**src/rtl/nibble_chain_counter_pkg.sv**
```systemverilog
`default_nettype none
// ============================================================================
// Module   : nibble_chain_counter_pkg
// Purpose  : Shared constants and types for the nibble chain counter:
//            nibble width and the snapshot buffer state encoding.
// Ports    : none (package)
// Revision : 1.0 - initial release
// ============================================================================
package nibble_chain_counter_pkg;

  localparam int NIBBLE_W = 4;

  typedef enum logic {
    SNAP_EMPTY = 1'b0,
    SNAP_FULL  = 1'b1
  } snap_state_e;

endpackage : nibble_chain_counter_pkg
`default_nettype wire

```
**src/rtl/nibble_chain_counter_if.sv**
```systemverilog
`default_nettype none
// ============================================================================
// Module   : nibble_chain_counter_if
// Purpose  : Control, count and snapshot-handshake bundle of the counter.
// Ports    : clear/load/load_val/en       - count control (master -> slave)
//            count/tc/wrap                - count status  (slave -> master)
//            snap_req/snap_ready          - snapshot handshake (master -> slave)
//            snap_valid/snap_data/snap_drop - snapshot buffer (slave -> master)
// Revision : 1.0 - initial release
// ============================================================================
interface nibble_chain_counter_if #(
  parameter int WIDTH = 16
);

  logic             clear;
  logic             load;
  logic [WIDTH-1:0] load_val;
  logic             en;
  logic [WIDTH-1:0] count;
  logic             tc;
  logic             wrap;
  logic             snap_req;
  logic             snap_valid;
  logic [WIDTH-1:0] snap_data;
  logic             snap_ready;
  logic             snap_drop;

  modport master (
    output clear, load, load_val, en, snap_req, snap_ready,
    input  count, tc, wrap, snap_valid, snap_data, snap_drop
  );

  modport slave (
    input  clear, load, load_val, en, snap_req, snap_ready,
    output count, tc, wrap, snap_valid, snap_data, snap_drop
  );

endinterface : nibble_chain_counter_if
`default_nettype wire

```
**src/rtl/nibble_chain_counter_nibble_inc.sv**
```systemverilog
`default_nettype none
// ============================================================================
// Module   : nibble_inc
// Purpose  : 4-bit conditional incrementer. Each sum bit flips when the
//            carry-in and every lower bit of the value are set, so no bit
//            waits on another sum bit.
// Ports    : value    in  4  current nibble
//            cin      in  1  increment this nibble
//            sum      out 4  value + cin (mod 16)
//            cout     out 1  cin AND value == 4'hF
//            all_ones out 1  value == 4'hF
// Revision : 1.0 - initial release
// ============================================================================
module nibble_inc
  import nibble_chain_counter_pkg::*;
(
  input  wire logic [NIBBLE_W-1:0] value,
  input  wire logic                cin,
  output      logic [NIBBLE_W-1:0] sum,
  output      logic                cout,
  output      logic                all_ones
);

  logic [NIBBLE_W-1:0] w_toggle;

  // Prefix-AND of the carry-in with the lower value bits.
  assign w_toggle = {cin & (&value[2:0]), cin & (&value[1:0]), cin & value[0], cin};
  assign sum      = value ^ w_toggle;
  assign all_ones = &value;
  assign cout     = cin & all_ones;

endmodule : nibble_inc
`default_nettype wire

```
**src/rtl/nibble_chain_counter.sv**
```systemverilog
`default_nettype none
// ============================================================================
// Module   : nibble_chain_counter
// Purpose  : Up-counter built from a chain of 4-bit increment stages, with
//            clear / load / enable, terminal-count and wrap flags, and a
//            one-entry snapshot buffer with valid/ready handshake.
// Ports    : clk  in  rising-edge clock
//            rst  in  synchronous active-high reset
//            bus  nibble_chain_counter_if.slave (control, count, snapshot)
// Revision : 1.0 - initial release
// ============================================================================
module nibble_chain_counter
  import nibble_chain_counter_pkg::*;
#(
  parameter int                     NIBBLES   = 4,
  parameter logic [4*NIBBLES-1:0]   RESET_VAL = '0
) (
  input wire logic              clk,
  input wire logic              rst,
  nibble_chain_counter_if.slave bus
);

  localparam int WIDTH = NIBBLE_W * NIBBLES;

  logic [WIDTH-1:0]   count_q, count_d;
  logic               wrap_q, wrap_d;
  snap_state_e        state_q, state_d;
  logic [WIDTH-1:0]   snap_data_q, snap_data_d;
  logic               snap_drop_q, snap_drop_d;

  logic [WIDTH-1:0]   w_sum;
  logic [NIBBLES:0]   w_carry;
  logic [NIBBLES-1:0] w_all_ones;

  // Carry into nibble k is en AND all lower nibbles all-ones, taken from the
  // registered count rather than from any stage's sum.
  assign w_carry[0] = bus.en;

  for (genvar k = 0; k < NIBBLES; k++) begin : g_nibble
    nibble_inc u_inc (
      .value    (count_q[k*NIBBLE_W +: NIBBLE_W]),
      .cin      (w_carry[k]),
      .sum      (w_sum[k*NIBBLE_W +: NIBBLE_W]),
      .cout     (w_carry[k+1]),
      .all_ones (w_all_ones[k])
    );
  end

  always_comb begin
    count_d     = count_q;
    wrap_d      = 1'b0;
    state_d     = state_q;
    snap_data_d = snap_data_q;
    snap_drop_d = snap_drop_q;

    if (bus.clear) begin
      count_d = RESET_VAL;
    end else if (bus.load) begin
      count_d = bus.load_val;
    end else if (bus.en) begin
      count_d = w_sum;
      // Top carry-out means every nibble was F: this increment wraps to 0.
      wrap_d  = w_carry[NIBBLES];
    end

    // Snapshots always capture the pre-edge count.
    case (state_q)
      SNAP_EMPTY: begin
        if (bus.snap_req) begin
          snap_data_d = count_q;
          state_d     = SNAP_FULL;
        end
      end
      SNAP_FULL: begin
        if (bus.snap_ready) begin
          if (bus.snap_req) begin
            snap_data_d = count_q;
          end else begin
            state_d = SNAP_EMPTY;
          end
        end else if (bus.snap_req) begin
          snap_drop_d = 1'b1;
        end
      end
      default: state_d = SNAP_EMPTY;
    endcase

    if (bus.clear) begin
      snap_drop_d = 1'b0;
    end
  end

  always_ff @(posedge clk) begin
    if (rst) begin
      count_q     <= RESET_VAL;
      wrap_q      <= 1'b0;
      state_q     <= SNAP_EMPTY;
      snap_data_q <= '0;
      snap_drop_q <= 1'b0;
    end else begin
      count_q     <= count_d;
      wrap_q      <= wrap_d;
      state_q     <= state_d;
      snap_data_q <= snap_data_d;
      snap_drop_q <= snap_drop_d;
    end
  end

  assign bus.count      = count_q;
  assign bus.tc         = &w_all_ones;
  assign bus.wrap       = wrap_q;
  assign bus.snap_valid = (state_q == SNAP_FULL);
  assign bus.snap_data  = snap_data_q;
  assign bus.snap_drop  = snap_drop_q;

endmodule : nibble_chain_counter
`default_nettype wire

```
**src/flat_wrapper.sv**
```systemverilog
// flat-port wrapper written by rule: the top's interface ports become plain ports
module nibble_chain_counter_flat import nibble_chain_counter_pkg::*;
#(
  parameter int                     NIBBLES   = 4,
  parameter logic [4*NIBBLES-1:0]   RESET_VAL = '0
)
  (clk, rst, bus_clear, bus_load, bus_load_val, bus_en, bus_snap_req, bus_snap_ready, bus_count, bus_tc, bus_wrap, bus_snap_valid, bus_snap_data, bus_snap_drop);
  nibble_chain_counter_if #(.WIDTH((16))) bus_i ();
  input wire logic clk;
  input wire logic rst;
  input wire logic [$bits(bus_i.clear)-1:0] bus_clear;
  input wire logic [$bits(bus_i.load)-1:0] bus_load;
  input wire logic [$bits(bus_i.load_val)-1:0] bus_load_val;
  input wire logic [$bits(bus_i.en)-1:0] bus_en;
  input wire logic [$bits(bus_i.snap_req)-1:0] bus_snap_req;
  input wire logic [$bits(bus_i.snap_ready)-1:0] bus_snap_ready;
  output wire logic [$bits(bus_i.count)-1:0] bus_count;
  output wire logic [$bits(bus_i.tc)-1:0] bus_tc;
  output wire logic [$bits(bus_i.wrap)-1:0] bus_wrap;
  output wire logic [$bits(bus_i.snap_valid)-1:0] bus_snap_valid;
  output wire logic [$bits(bus_i.snap_data)-1:0] bus_snap_data;
  output wire logic [$bits(bus_i.snap_drop)-1:0] bus_snap_drop;
  assign bus_i.clear = bus_clear;
  assign bus_i.load = bus_load;
  assign bus_i.load_val = bus_load_val;
  assign bus_i.en = bus_en;
  assign bus_i.snap_req = bus_snap_req;
  assign bus_i.snap_ready = bus_snap_ready;
  assign bus_count = bus_i.count;
  assign bus_tc = bus_i.tc;
  assign bus_wrap = bus_i.wrap;
  assign bus_snap_valid = bus_i.snap_valid;
  assign bus_snap_data = bus_i.snap_data;
  assign bus_snap_drop = bus_i.snap_drop;
  nibble_chain_counter #(.NIBBLES(NIBBLES), .RESET_VAL(RESET_VAL)) u_core (.clk(clk), .rst(rst), .bus(bus_i));
endmodule
```
**config.mk**
```make
export PLATFORM = sky130hd
export DESIGN_NAME = nibble_chain_counter_flat
export DESIGN_NICKNAME = d
export VERILOG_FILES = /design/src/rtl/nibble_chain_counter_pkg.sv /design/src/rtl/nibble_chain_counter_if.sv /design/src/rtl/nibble_chain_counter_nibble_inc.sv /design/src/rtl/nibble_chain_counter.sv /design/src/flat_wrapper.sv
export SDC_FILE = /design/constraint.sdc
export NUM_CORES = 1
export LEC_CHECK = 0
export BUFFER_PORTS_ARGS = -buffer_cell sky130_fd_sc_hd__buf_2
export CORE_MARGIN = 4
export CORE_UTILIZATION = 45
export DETAILED_ROUTE_END_ITERATION = 7
export PLACE_DENSITY = 0.71
export SKIP_LAST_GASP = 1
export SLEW_MARGIN = 40
export SYNTH_ARGS = -nofsm -noshare
export SYNTH_HDL_FRONTEND = slang
export SYNTH_SLANG_ARGS = --single-unit
```
**constraint.sdc**
```tcl
create_clock -name clk -period 1.9 [get_ports clk]
set_input_delay 0.095 -clock clk [delete_from_list [all_inputs] [get_ports clk]]
set_output_delay 0.095 -clock clk [all_outputs]
set_load 0.01 [all_outputs]
```
==> flow_metrics.tcl <==
set metrics [dict create \
    outcome "finished clean" \
    core_um2 3340 \
    rr_worst_depth 8 \
    die_h_um 66.6 \
    multiInputGateArea_um2 786 \
    hold_path_class "in2reg" \
    insertion_delay_ns 0.34 \
    crit_buf_inv 1 \
    dp_hpwl_mm 2.79 \
    yosysTopAreaCell "dfxtp_1" \
    fin_area_um2 1980 \
    synth_enable_flop_cells 0 \
    diodes 0 \
    vias_per_cell 5.01 \
    end_kind "register" \
    clock-root-buffer "clkbuf_4" \
    die_w_um 66.6 \
    synthCells 193 \
    track_usage_pct 17.3 \
    tightest_slew_ns 0.586 \
    cts_tree "yes" \
    fin_util_pct 59.4 \
    detail_route.first_pass.iterations 4 \
    fin_ws_ns 0.213 \
    critPathArrivalTime_ns 1.93 \
    synth-seq-cells 35 \
    fillCellCount 353 \
    syn_avg_cell_area_um2 8.02 \
    critical_path.top_delay_family "simple AND/OR/NAND/NOR gates" \
    overflow 0 \
    cts_buffer_depth 2 \
    area_delta_synth_final_pct 28.1 \
    drive_gt1_share_pct 30.7 \
    ys_seq_area_share_pct 45.3 \
    post-place-ws_ns 0.211 \
    synthesis.area_um2 1550 \
    reg2reg_slack_ns 0.21 \
    synth_area_leaders "dfxtp_1, nand2_1, a21oi_1, o21ai_0, xor2_1" \
    p_clk_share_pct 31.1 \
    max_slew_margin_pct 60.7 \
    ios 59 \
    ys_async_sr_fraction_pct 0 \
    crit_type "reg2reg" \
    max-vdd-ir-drop_v 0.000386 \
    postPlaceCellArea_um2 1890 \
    maxSlewViolCount 0 \
    layout.nets 280 \
    cp_max_fo 11 \
    drt_iter0_markers 56 \
    numClockSinks 35 \
    pwr-share-comb_pct 11.6 \
    dpl.cell_count 291 \
    antenna_found_initial 0 \
    fin_setup_tns_ns 0 \
    grt_pass1_wl_mm 5.87 \
    cp_data_required_time_ns 2.14 \
    power.switching_mw 0.354 \
    cellLeakagePower_nw 0.889 \
    routed_wl_mm 3.72 \
    antenna_left 0 \
    rsz0062_at_grt "no" \
    synth_nets 219 \
    drc 0 \
    p_per_area_nw_per_um2 679 \
    synth_cell_types 25 \
    switching_share_pct 26.3 \
    finalCritPeriodShare_pct 88.8 \
    min_path_cells 3 \
    seq_area_um2 701 \
    p_seq_share_pct 57.4 \
    fmax_mhz 593 \
    p_int_mw 0.992 \
    hold_violations 0 \
    regToRegEndpoint "u_core.bus.count[5]" \
    gp_congestion 0.841 \
    fin_cells 300 \
    yosys_warnings 0 \
    synth_top_area_share_pct 45.3 \
    grt_max_degree 23 \
    path_cells "and4_2 -> nand2_2 -> inv_1 -> ha_1 -> nand2_1 -> xor2_1 -> o21ai_0 -> and2_1" \
    holdCritStartpoint "bus_load_val[6]" \
    num_rows 21 \
    path_clk_slew_ns 0.10 \
    dieArea_um2 4440 \
    holdPathEnd "u_core.bus.count[6]" \
    slowest_delay_ns 0.43 \
    initial_utilization_pct 46.4 \
    setup_viol 0 \
    maxCapViolCount 0 \
    portBuffers 58 \
    grt_pass1_vias 1274 \
    numCtsBuffers 5 \
    start_kind "register" \
    synthFlopType "dfxtp_1" \
    skew_ns 0.00797 \
    routedWlPerCell_um 12.4 \
    slowest_stage "dfxtp_1" \
    fin_crit_ns 1.69 \
    vias 1502 \
    r2r-start "u_core.bus.count[2]" \
    cts_max_level 2 \
]
final cells by class:
cell class	instances	share of cell area [%]
Sequential cell	35	35.4
Timing Repair Buffer	68	18.7
Clock buffer	6	2.59
Tap cell	46	2.90
Clock inverter	1	0.253
Inverter	3	0.568
Multi-Input combinational cell	141	39.6
cell usage in the layout, fill, tap and decap left out, types with 2 or more instances in the layout:
cell,n
a21oi_1,23
a31oi_1,5
and2_1,6
and3_1,2
and4_1,2
buf_2,58
buf_4,8
clkbuf_4,5
dfxtp_1,35
dlygate4sd3_1,2
ha_1,3
inv_1,3
mux2i_1,3
nand2_1,42
nand3_1,3
nand4_1,4
nor2_1,6
nor3_1,4
o21ai_0,14
o31ai_1,4
or4_1,4
xor2_1,8
per-stage QoR:
stage,hold WS (ns),power (mW)
after floorplan,0.172,0.870
after global placement,0.342,0.940
after detailed placement,0.345,0.942
after CTS,0.0126,1.35
after global routing,0.0195,1.39
final,0.0102,1.35
logic make-up after synthesis:
logic type	count (synthesis)	share of synthesized area (%)
adder cells (fa/ha/maj)	3	2.43
multiplexers	3	1.94
flip-flops	35	45.3
AND/OR/NAND/NOR	81	25.1
XOR/XNOR	8	4.53
buffers and inverters	17	4.85
AO/OA/AOI/OAI	46	15.9
how the worst max path moves through the flow:
| stage | from | endpoint | slack [ns] | depth (start not counted) |
|---|---|---|---|---|
| 6_report | u_core.bus.count[2] | u_core.bus.count[5] | 0.21 | 8 |
| 5_1_grt | u_core.bus.count[2] | u_core.bus.count[4] | 0.04 | 8 |
| 4_1_cts | u_core.bus.count[8] | bus_tc | 0.06 | 4 |
| 3_5_place_dp | u_core.bus.count[2] | u_core.bus.count[5] | 0.21 | 8 |
| 3_3_place_gp | u_core.bus.count[2] | u_core.bus.count[4] | 0.25 | 8 |
| 2_1_floorplan | u_core.bus.count[1] | u_core.bus.count[13] | 0.26 | 6 |
cell usage after synthesis (all sizes together), types with 5 or more instances:
cell,number
nand2,43
dfxtp,35
a21oi,23
o21ai,14
clkbuf,12
xor2,8
and2,6
nor2,6
a31oi,5
nor3,5
power by group through the flow:
stage,clock network [mW],logic [mW],registers [mW]
final,0.418,0.156,0.772
after global routing,0.443,0.175,0.776
after CTS,0.422,0.157,0.772
after detailed placement,0,0.153,0.789
after global placement,0,0.152,0.788
after floorplan,0,0.0703,0.800
sequential cells by signal (all words and copies together), names as in the netlist:
signal,count
u_core.bus.count,16
u_core.bus.snap_data,16
u_core.bus.snap_drop,1
u_core.bus.snap_valid,1
u_core.bus.wrap,1
routing by layer:
metal  track usage (%)  vias to the layer above  part of all wire, %
met4              6.09                        0                  1.3
met3              3.54                        6                  4.9
met5                 0                        -                    0
met2              27.2                       34                   46
met1              23.3                      677                   48
li1                  -                      785                    -
worst min-delay path, stage by stage:
cell	delay, ns
buf_2	0.07
o21ai_0	0.06
a21oi_1	0.10
timing repair:
item | CTS | global route
resized for setup | 0 | 3
endpoints found under the hold margin | 4 | 0
setup endpoints to repair | 0 | 2
setup buffers | 0 | 0
hold buffers | 2 | 0
Power figures use the tool's default switching activity.
